File: config.mk
export PLATFORM = sky130hd
export DESIGN_NAME = fifo_rd_stream
export DESIGN_NICKNAME = d
export VERILOG_FILES = /design/src/rtl/fifo_stream_pkg.sv /design/src/rtl/fifo_rd_stream_buf.sv /design/src/rtl/fifo_rd_stream.sv
export SDC_FILE = /design/constraint.sdc
export NUM_CORES = 1
export LEC_CHECK = 0
export CORE_ASPECT_RATIO = 0.5
export CORE_MARGIN = 2
export CORE_UTILIZATION = 54
export DETAILED_ROUTE_END_ITERATION = 10
export PLACE_DENSITY = 0.78
export RECOVER_POWER = 25
export SETUP_SLACK_MARGIN = 0.1
export SLEW_MARGIN = 10
export SYNTH_ARGS = -nofsm -noshare
export SYNTH_HDL_FRONTEND = slang
export SYNTH_SLANG_ARGS = --single-unit
File: constraint.sdc
create_clock -name rclk -period 2.7 [get_ports rclk]
set_clock_uncertainty 0.05 [all_clocks]
set_input_delay 0.54 -clock rclk [delete_from_list [all_inputs] [get_ports rclk]]
set_output_delay 0.54 -clock rclk [all_outputs]
set_load 0.005 [all_outputs]
File: src/rtl/fifo_stream_pkg.sv
// Shared constants and helpers for the FIFO read-side stream drain.
// Holds default geometry, stats counter width and a clog2 helper.
package fifo_stream_pkg;

    localparam int DEF_WIDTH     = 8;
    localparam int DEF_BUF_DEPTH = 3;
    localparam int STATS_W       = 32;

    function automatic int clog2(input int v);
        int r;
        for (r = 0; (1 << r) < v; r++) begin
        end
        return r;
    endfunction

endpackage

File: src/rtl/fifo_rd_stream_buf.sv
// Circular prefetch buffer: storage, read/write pointers and occupancy.
// Push, pop and flush are single-cycle; flush wins over push and pop.
module stream_buf
    import fifo_stream_pkg::*;
#(
    parameter int WIDTH = DEF_WIDTH,
    parameter int DEPTH = DEF_BUF_DEPTH
) (
    input  logic                           i_clk,
    input  logic                           i_rst_n,
    input  logic                           i_push,
    input  logic [WIDTH-1:0]               i_data,
    input  logic                           i_pop,
    input  logic                           i_flush,
    output logic [clog2(DEPTH+1)-1:0]      o_cnt,
    output logic                           o_valid,
    output logic [WIDTH-1:0]               o_data
);

    localparam int PW = clog2(DEPTH);
    localparam int CW = clog2(DEPTH + 1);

    logic [WIDTH-1:0] r_mem [DEPTH];
    logic [PW-1:0]    r_wr;
    logic [PW-1:0]    r_rd;
    logic [CW-1:0]    r_cnt;
    logic             w_push;
    logic             w_pop;

    // Non power-of-two depths need an explicit wrap compare.
    function automatic logic [PW-1:0] nxt(input logic [PW-1:0] p);
        return (p == PW'(DEPTH - 1)) ? '0 : p + 1'b1;
    endfunction

    assign w_push  = i_push & ~i_flush;
    assign w_pop   = i_pop & (r_cnt != '0) & ~i_flush;
    assign o_cnt   = r_cnt;
    assign o_valid = (r_cnt != '0);
    assign o_data  = r_mem[r_rd];

    always_ff @(posedge i_clk) begin
        if (!i_rst_n) begin
            r_wr  <= '0;
            r_rd  <= '0;
            r_cnt <= '0;
            for (int i = 0; i < DEPTH; i++) begin
                r_mem[i] <= '0;
            end
        end else if (i_flush) begin
            r_wr  <= '0;
            r_rd  <= '0;
            r_cnt <= '0;
        end else begin
            if (w_push) begin
                r_mem[r_wr] <= i_data;
                r_wr        <= nxt(r_wr);
            end
            if (w_pop) begin
                r_rd <= nxt(r_rd);
            end
            r_cnt <= r_cnt + CW'(w_push) - CW'(w_pop);
        end
    end

    a_cnt_range: assert property (
        @(posedge i_clk) disable iff (!i_rst_n)
        r_cnt <= CW'(DEPTH)
    );

    a_no_overflow: assert property (
        @(posedge i_clk) disable iff (!i_rst_n)
        !(w_push && !w_pop && r_cnt == CW'(DEPTH))
    );

endmodule

File: src/rtl/fifo_rd_stream.sv
// Read-domain drain of the dual-clock FIFO into a valid/ready stream.
// Optional FIFO_RD_STREAM_STATS_EN adds rd_words / stall_cycles counters.
module fifo_rd_stream
    import fifo_stream_pkg::*;
#(
    parameter int width     = DEF_WIDTH,
    parameter int buf_depth = DEF_BUF_DEPTH
) (
    input  logic               rclk,
    input  logic               rrst_n,
    input  logic               fifo_empty,
    input  logic [width-1:0]   fifo_rdata,
    output logic               fifo_r_en,
    output logic               out_valid,
    input  logic               out_ready,
    output logic [width-1:0]   out_data,
    input  logic               flush
`ifdef FIFO_RD_STREAM_STATS_EN
    ,
    output logic [STATS_W-1:0] rd_words,
    output logic [STATS_W-1:0] stall_cycles
`endif
);

    localparam int CW = clog2(buf_depth + 1);

    logic [CW-1:0] w_cnt;
    logic [CW:0]   w_used;
    logic          w_credit;
    logic          w_pop;
    logic          r_pend;

    // Credit counts the word still in flight so cnt can never overflow.
    assign w_used    = {1'b0, w_cnt} + {{CW{1'b0}}, r_pend};
    assign w_credit  = (w_used < (CW+1)'(buf_depth));
    assign fifo_r_en = rrst_n & ~fifo_empty & ~flush & w_credit;
    assign w_pop     = out_valid & out_ready;

    always_ff @(posedge rclk) begin
        if (!rrst_n) begin
            r_pend <= 1'b0;
        end else begin
            r_pend <= fifo_r_en;
        end
    end

    stream_buf #(
        .WIDTH (width),
        .DEPTH (buf_depth)
    ) u_buf (
        .i_clk   (rclk),
        .i_rst_n (rrst_n),
        .i_push  (r_pend),
        .i_data  (fifo_rdata),
        .i_pop   (w_pop),
        .i_flush (flush),
        .o_cnt   (w_cnt),
        .o_valid (out_valid),
        .o_data  (out_data)
    );

`ifdef FIFO_RD_STREAM_STATS_EN
    logic [STATS_W-1:0] r_words;
    logic [STATS_W-1:0] r_stall;

    // Word count wraps; stall count saturates.
    always_ff @(posedge rclk) begin
        if (!rrst_n) begin
            r_words <= '0;
            r_stall <= '0;
        end else begin
            if (w_pop) begin
                r_words <= r_words + 1'b1;
            end
            if (out_valid && !out_ready && !(&r_stall)) begin
                r_stall <= r_stall + 1'b1;
            end
        end
    end

    assign rd_words     = r_words;
    assign stall_cycles = r_stall;
`endif

endmodule

==> impl_metrics.ini, run 1 <==
[layout]
drive_above_1_share = 0.146
instances_no_fill = 197
post-route-util = 0.715
fin_nets = 172
final_cell_mix = 32 x edfxtp_1, 25 x and2_1, 12 x clkdlybuf4s50_1
mostFrequentLayoutCell = edfxtp_1
antenna_cells = 0
fin_area_um2 = 2200
final.fill_count = 227
syn_to_final_growth_pct = 23.0

[synth]
synthFlopType = edfxtp_1
synthXorXnorAreaFrac = 0
synthTopCellsByArea = edfxtp_1 54%, dfxtp_1 10%, mux4_2 10%
syn_area_um2 = 1790
synth_top_family_by_area = simple AND/OR/NAND/NOR gates
yosysSeqAreaShare = 0.637
yosys.area_share.simple = 0.173
synth-seq-cells = 41
synth_cell_types = 24
synth_top_cell_by_area = edfxtp_1
synthCells = 122
synth_top_area_frac = 0.536
synth-compound-area-share = 0.0419
synthAdderAreaFrac = 0.0209
synth_nets = 138
avgSynthCellArea_um2 = 14.7
ys_async_sr_fraction = 0
muxShareOfSynthArea = 0.112
synth_edf_count = 32
yosys_warnings = 0

[critical_path]
cp_top_family = buffers and inverters
path_buf_inv = 2
arrival_ps = 1840
worstPathRequired_ps = 2110
cp_slowest_stage_delay_ps = 550
end_kind = primary output
critPathSlowestCell = dlygate4sd3_1
path_cells = dlygate4sd3_1 -> nand2b_1 -> a2111oi_1 -> dlygate4sd2_1
setup.worst_path.class = input pin to primary output
critPathLaunchType = input pin
path_max_fanout = 2

[placed_design]
place_hpwl_mm = 2.08
post_dp_cell_area_um2 = 2110
routabilityCongestion = 0.749
dp.cells = 189
io_buffers = 22

[cts]
root_buffer = clkbuf_8
cts_sinks = 41
cts_tree = yes
ctsHtreeMaxLevel = 2
clk_latency_ps = 290
cts.path.max_buffers = 2
postCtsSetupBuffers = 0
clkTransAtPathRegs_ps = 70
numCtsBuffers = 5

[detailed_routing]
num_vias = 1064
ant_nets = 0
wl_per_cell_um = 15.2
vias_per_cell = 5.40
first_iter_violations = 44
dr.pass1.iters = 4
wl_mm = 2.99
drc_errors = 0

[floorplan]
chipHeight_um = 44.7
die_area_um2 = 3820
num_rows = 14
io_pins = 23
die_w_um = 85.5
start_util = 0.581
core-area_um2 = 3080

[global_routing]
gr-usage-all-layers = 0.179
overflow = 0
grt_max_degree = 13
antenna_found_initial = 0
grt_first_pass_wirelength_mm = 4.88
grt_pass1_vias = 1072

[pwr]
cellLeakagePower_nw = 0.807
ir_drop_uv = 303
power.density_nw_per_um2 = 562
total_power_mw = 1.24

[sta]
final-setup-viol-count = 0
slew_headroom = 0.649
timing.setup.tns_ps = 0
maxSlewViolCount = 0
finalCritPeriodShare = 0.901
finalHoldViolCount = 0
rsz0062_at_grt = false
max_freq_mhz = 411
worst_pin_slew_ps = 527
fin_crit_ps = 2430

[status]
outcome = complete, no violations

[min_path]
hold_path.class = register to register

[job]
cap_violations = 0
-- kinds of logic (layout without fill, tap and decap cells) --
kind of cell / Yosys count / after routing
AND/OR/NAND/NOR: 48 / 48
flip-flops: 41 / 41
AO/OA/AOI/OAI: 13 / 13
buffers and inverters: 7 / 42
adder cells (fa/ha/maj): 3 / 3
multiplexers: 10 / 10
-- final cells by class --
cell class	count	area, um^2	share of cell area
timing repair buffer	31	272	0.123
clock buffer	6	72.6	0.0329
multi-input combinational	74	624	0.283
inverter	3	11.3	0.00511
sequential	41	1140	0.518
clock inverter	2	33.8	0.0153
tap	40	50.0	0.0227
-- Yosys cell counts, drive strengths merged (2+ instances only) --
| cell | n |
|---|---|
| dfxtp | 9 |
| nor2 | 5 |
| nand2 | 3 |
| nand3b | 2 |
| o21ai | 5 |
| nand2b | 8 |
| inv | 3 |
| clkbuf | 2 |
| a2111oi | 2 |
| and2 | 25 |
| mux2i | 2 |
| mux4 | 8 |
| ha | 3 |
| edfxtp | 32 |
| a21oi | 5 |
| buf | 2 |
-- path summary, 6_finish.rpt --
| kind | startpoint | endpoint | slack (ps) | cells past startpoint |
|---|---|---|---|---|
| setup / recovery | flush | fifo_r_en | 270 | 4 |
| hold / removal | u_buf.r_rd[0] | u_buf.r_rd[0] | 490 | 2 |
| setup reg to reg | r_pend | u_buf.r_mem[2][4] | 1030 | 3 |
| hold reg to reg | u_buf.r_rd[0] | u_buf.r_rd[0] | 490 | 2 |
-- power by group --
| group | internal, mW | total, mW | leakage, nW | switching (mW) |
|---|---|---|---|---|
| registers | 0.693 | 0.699 | 0.393 | 0.00542 |
| clock network | 0.273 | 0.470 | 0.0528 | 0.198 |
| logic | 0.0398 | 0.0692 | 0.361 | 0.0294 |
| total | 1.01 | 1.24 | 0.807 | 0.232 |
-- stage by stage --
step	hold WS (ps)	worst slack [ps]
5_1_grt	541	204
2_1_floorplan	442	824
3_5_place_dp	468	70.1
3_3_place_gp	451	83.8
6_report	487	267
4_1_cts	479	272
-- state kept, by name, summed over array words and instances (netlist names), named ones only --
name         count
u_buf.r_mem     32
u_buf.o_cnt      2
u_buf.r_rd       2
u_buf.r_wr       2
r_pend           1
-- repair_timing --
action	in CTS	in global routing
resized for setup	2	0
setup endpoints to repair	1	0
hold buffers	0	0
-- layer usage --
metal / GRT usage / wire, um / vias up / share of wire
met5: 0 / 0 / - / 0
met4: 0.0762 / 44 / 0 / 0.015
met3: 0.0494 / 118 / 8 / 0.040
met2: 0.323 / 1470 / 19 / 0.49
met1: 0.209 / 1350 / 518 / 0.45
li1: - / - / 519 / -
-- worst register-to-register path, delay by kind of cell, from the launching register on --
| family | cells | cell delay (ps) |
|---|---|---|
| DFF | 1 | 430 |
| and+or+nand+nor | 3 | 840 |
No activity file was read; power rests on OpenSTA's default activity.
==> run 2: changes to the inputs <==
--- a/config.mk
+++ b/config.mk
@@ -10,7 +10,8 @@
 export CORE_UTILIZATION = 54
 export DETAILED_ROUTE_END_ITERATION = 10
 export PLACE_DENSITY = 0.78
-export RECOVER_POWER = 25
+export RECOVER_POWER = 50
+export REMOVE_ABC_BUFFERS = 1
 export SETUP_SLACK_MARGIN = 0.1
 export SLEW_MARGIN = 10
 export SYNTH_ARGS = -nofsm -noshare
==> run 2 against run 1 <==
  * Routed wire length fell by 3.9%
  * First-iteration DRC count shrank 41%
  * Final area is 1.8% lower
  * Global-route usage shrank 1.1 points
  * Via count fell by 2.4%
  * Critical path depth unchanged
  * Setup slack better by 2.6 ps
  * Register-to-register slack about the same
  * Critical endpoint unchanged
  * Sequential share of layout area grew 0.93 points
  * Clock power shrank 20%
==> impl_metrics.ini, run 2 (synthesis gave the netlist of run 1 again) <==
[global_routing]
grt_max_degree = 14
use_met3 = 0.0494
grt_first_pass_wirelength_mm = 4.59
overflow = 0
gr-usage-all-layers = 0.168
met2_usage = 0.309
busiest_layer = met2
met1_usage = 0.198
antenna_found_initial = 0
grt_pass1_vias = 1002

[layout]
final_cell_mix = 32 x edfxtp_1, 19 x and2_1, 12 x clkdlybuf4s50_1
instances_no_fill = 197
final.fill_count = 220
largest-register = u_buf.r_mem
fin_nets = 172
largest_reg_flops = 32
drive_above_1_share = 0.134
multi_input_area_um2 = 613
mostFrequentLayoutCell = edfxtp_1
seq_area_um2 = 1140
syn_to_final_growth_pct = 20.9
antenna_cells = 0

[detailed_routing]
wl_mm = 2.87
ant_nets = 0
vias_per_cell = 5.27
dr.pass1.iters = 4
wl_per_cell_um = 14.6
first_iter_violations = 26
num_vias = 1038
drc_errors = 0

[critical_path]
cp_top_family = buffers and inverters
cp_slowest_stage_delay_ps = 560
setup.worst_path.class = input pin to primary output
end_kind = primary output
path_buf_inv = 2
arrival_ps = 1840
worstPathRequired_ps = 2110
path_max_fanout = 2
critPathSlowestCell = dlygate4sd3_1
critPathLaunchType = input pin
reg2reg_slack_ps = 1040
path_cells = dlygate4sd3_1 -> nand2b_1 -> a2111oi_1 -> dlygate4sd2_1

[cts]
cts_tree = yes
ctsHtreeMaxLevel = 2
root_buffer = clkbuf_8
cts_sinks = 41
clk_latency_ps = 280
clkTransAtPathRegs_ps = 70
numCtsBuffers = 5
cts.path.max_buffers = 2

[floorplan]
start_util = 0.581
chipHeight_um = 44.7
die_w_um = 85.5
core-area_um2 = 3080
num_rows = 14
die_area_um2 = 3820
io_pins = 23

[sta]
max_freq_mhz = 412
rsz0062_at_grt = false
maxSlewViolCount = 0
fin_crit_ps = 2430
finalCritPeriodShare = 0.900
finalHoldViolCount = 0
timing.setup.tns_ps = 0
final-setup-viol-count = 0
slew_headroom = 0.655
worst_pin_slew_ps = 518

[placed_design]
io_buffers = 22
routabilityCongestion = 0.753
dp.cells = 189
place_hpwl_mm = 2.06

[pwr]
switchingPower_mw = 0.233
internal_power_mw = 0.909
power.density_nw_per_um2 = 527
swShare = 0.204
cellLeakagePower_nw = 0.777
p_seq_frac = 0.612
p_clk_frac = 0.330
combPwrFrac = 0.058
ir_drop_uv = 293

[job]
cap_violations = 0

[status]
outcome = complete, no violations

[min_path]
hold_path.class = register to register
[run 2: layout make-up]
class	count	share of cell area
multi-input combinational	74	0.283
clock inverter	3	0.00809
sequential	41	0.527
inverter	3	0.00520
tap	40	0.0231
clock buffer	5	0.0318
timing repair buffer	31	0.122
[run 2: worst paths after layout]
kind              depth (start not counted)     startpoint                end
setup / recovery                          4          flush          fifo_r_en
hold / removal                            2  u_buf.r_rd[0]      u_buf.r_rd[0]
setup reg to reg                          3         r_pend  u_buf.r_mem[2][3]
hold reg to reg                           2  u_buf.r_rd[0]      u_buf.r_rd[0]
[run 2: power by group through the flow]
| stage | Sequential, mW | Clock, mW | Combinational, mW |
|---|---|---|---|
| floorplan | 0.711 | 0 | 0.0262 |
| global placement | 0.712 | 0 | 0.0727 |
| detailed placement | 0.713 | 0 | 0.0738 |
| CTS | 0.699 | 0.389 | 0.0739 |
| global route | 0.700 | 0.412 | 0.0727 |
| finish | 0.699 | 0.377 | 0.0661 |
[run 2: routing by layer]
metal  wire (um)  part of all wire  vias up
li1            -                 -      520
met5           0                 0        -
met3         111             0.039        2
met4          14            0.0049        0
met2        1410              0.49       29
met1        1330              0.46      487
[run 2: worst reg2reg max path: stages (launching register included)]
cell	delay, ps
dfxtp_1	430
nand3b_1	200
nor3b_2	230
nand2b_1	390
[run 2: timing repair]
| action | in CTS | in global routing |
|---|---|---|
| setup endpoints to repair | 1 | 0 |
| gates resized for setup | 2 | 0 |
| hold buffers | 0 | 0 |
| setup buffers | 0 | 0 |
[run 2: per-stage QoR]
step | power (mW) | utilization | cell area (um^2) | setup slack [ps] | hold slack, ps
6_report | 1.14 | 0.703 | 2170 | 270 | 488
3_5_place_dp | 0.787 | 0.685 | 2110 | 71.6 | 471
3_3_place_gp | 0.785 | 0.685 | 2110 | 68.9 | 452
5_1_grt | 1.18 | 0.703 | 2170 | 177 | 535
4_1_cts | 1.16 | 0.713 | 2200 | 289 | 484
2_1_floorplan | 0.738 | - | 1780 | 824 | 442
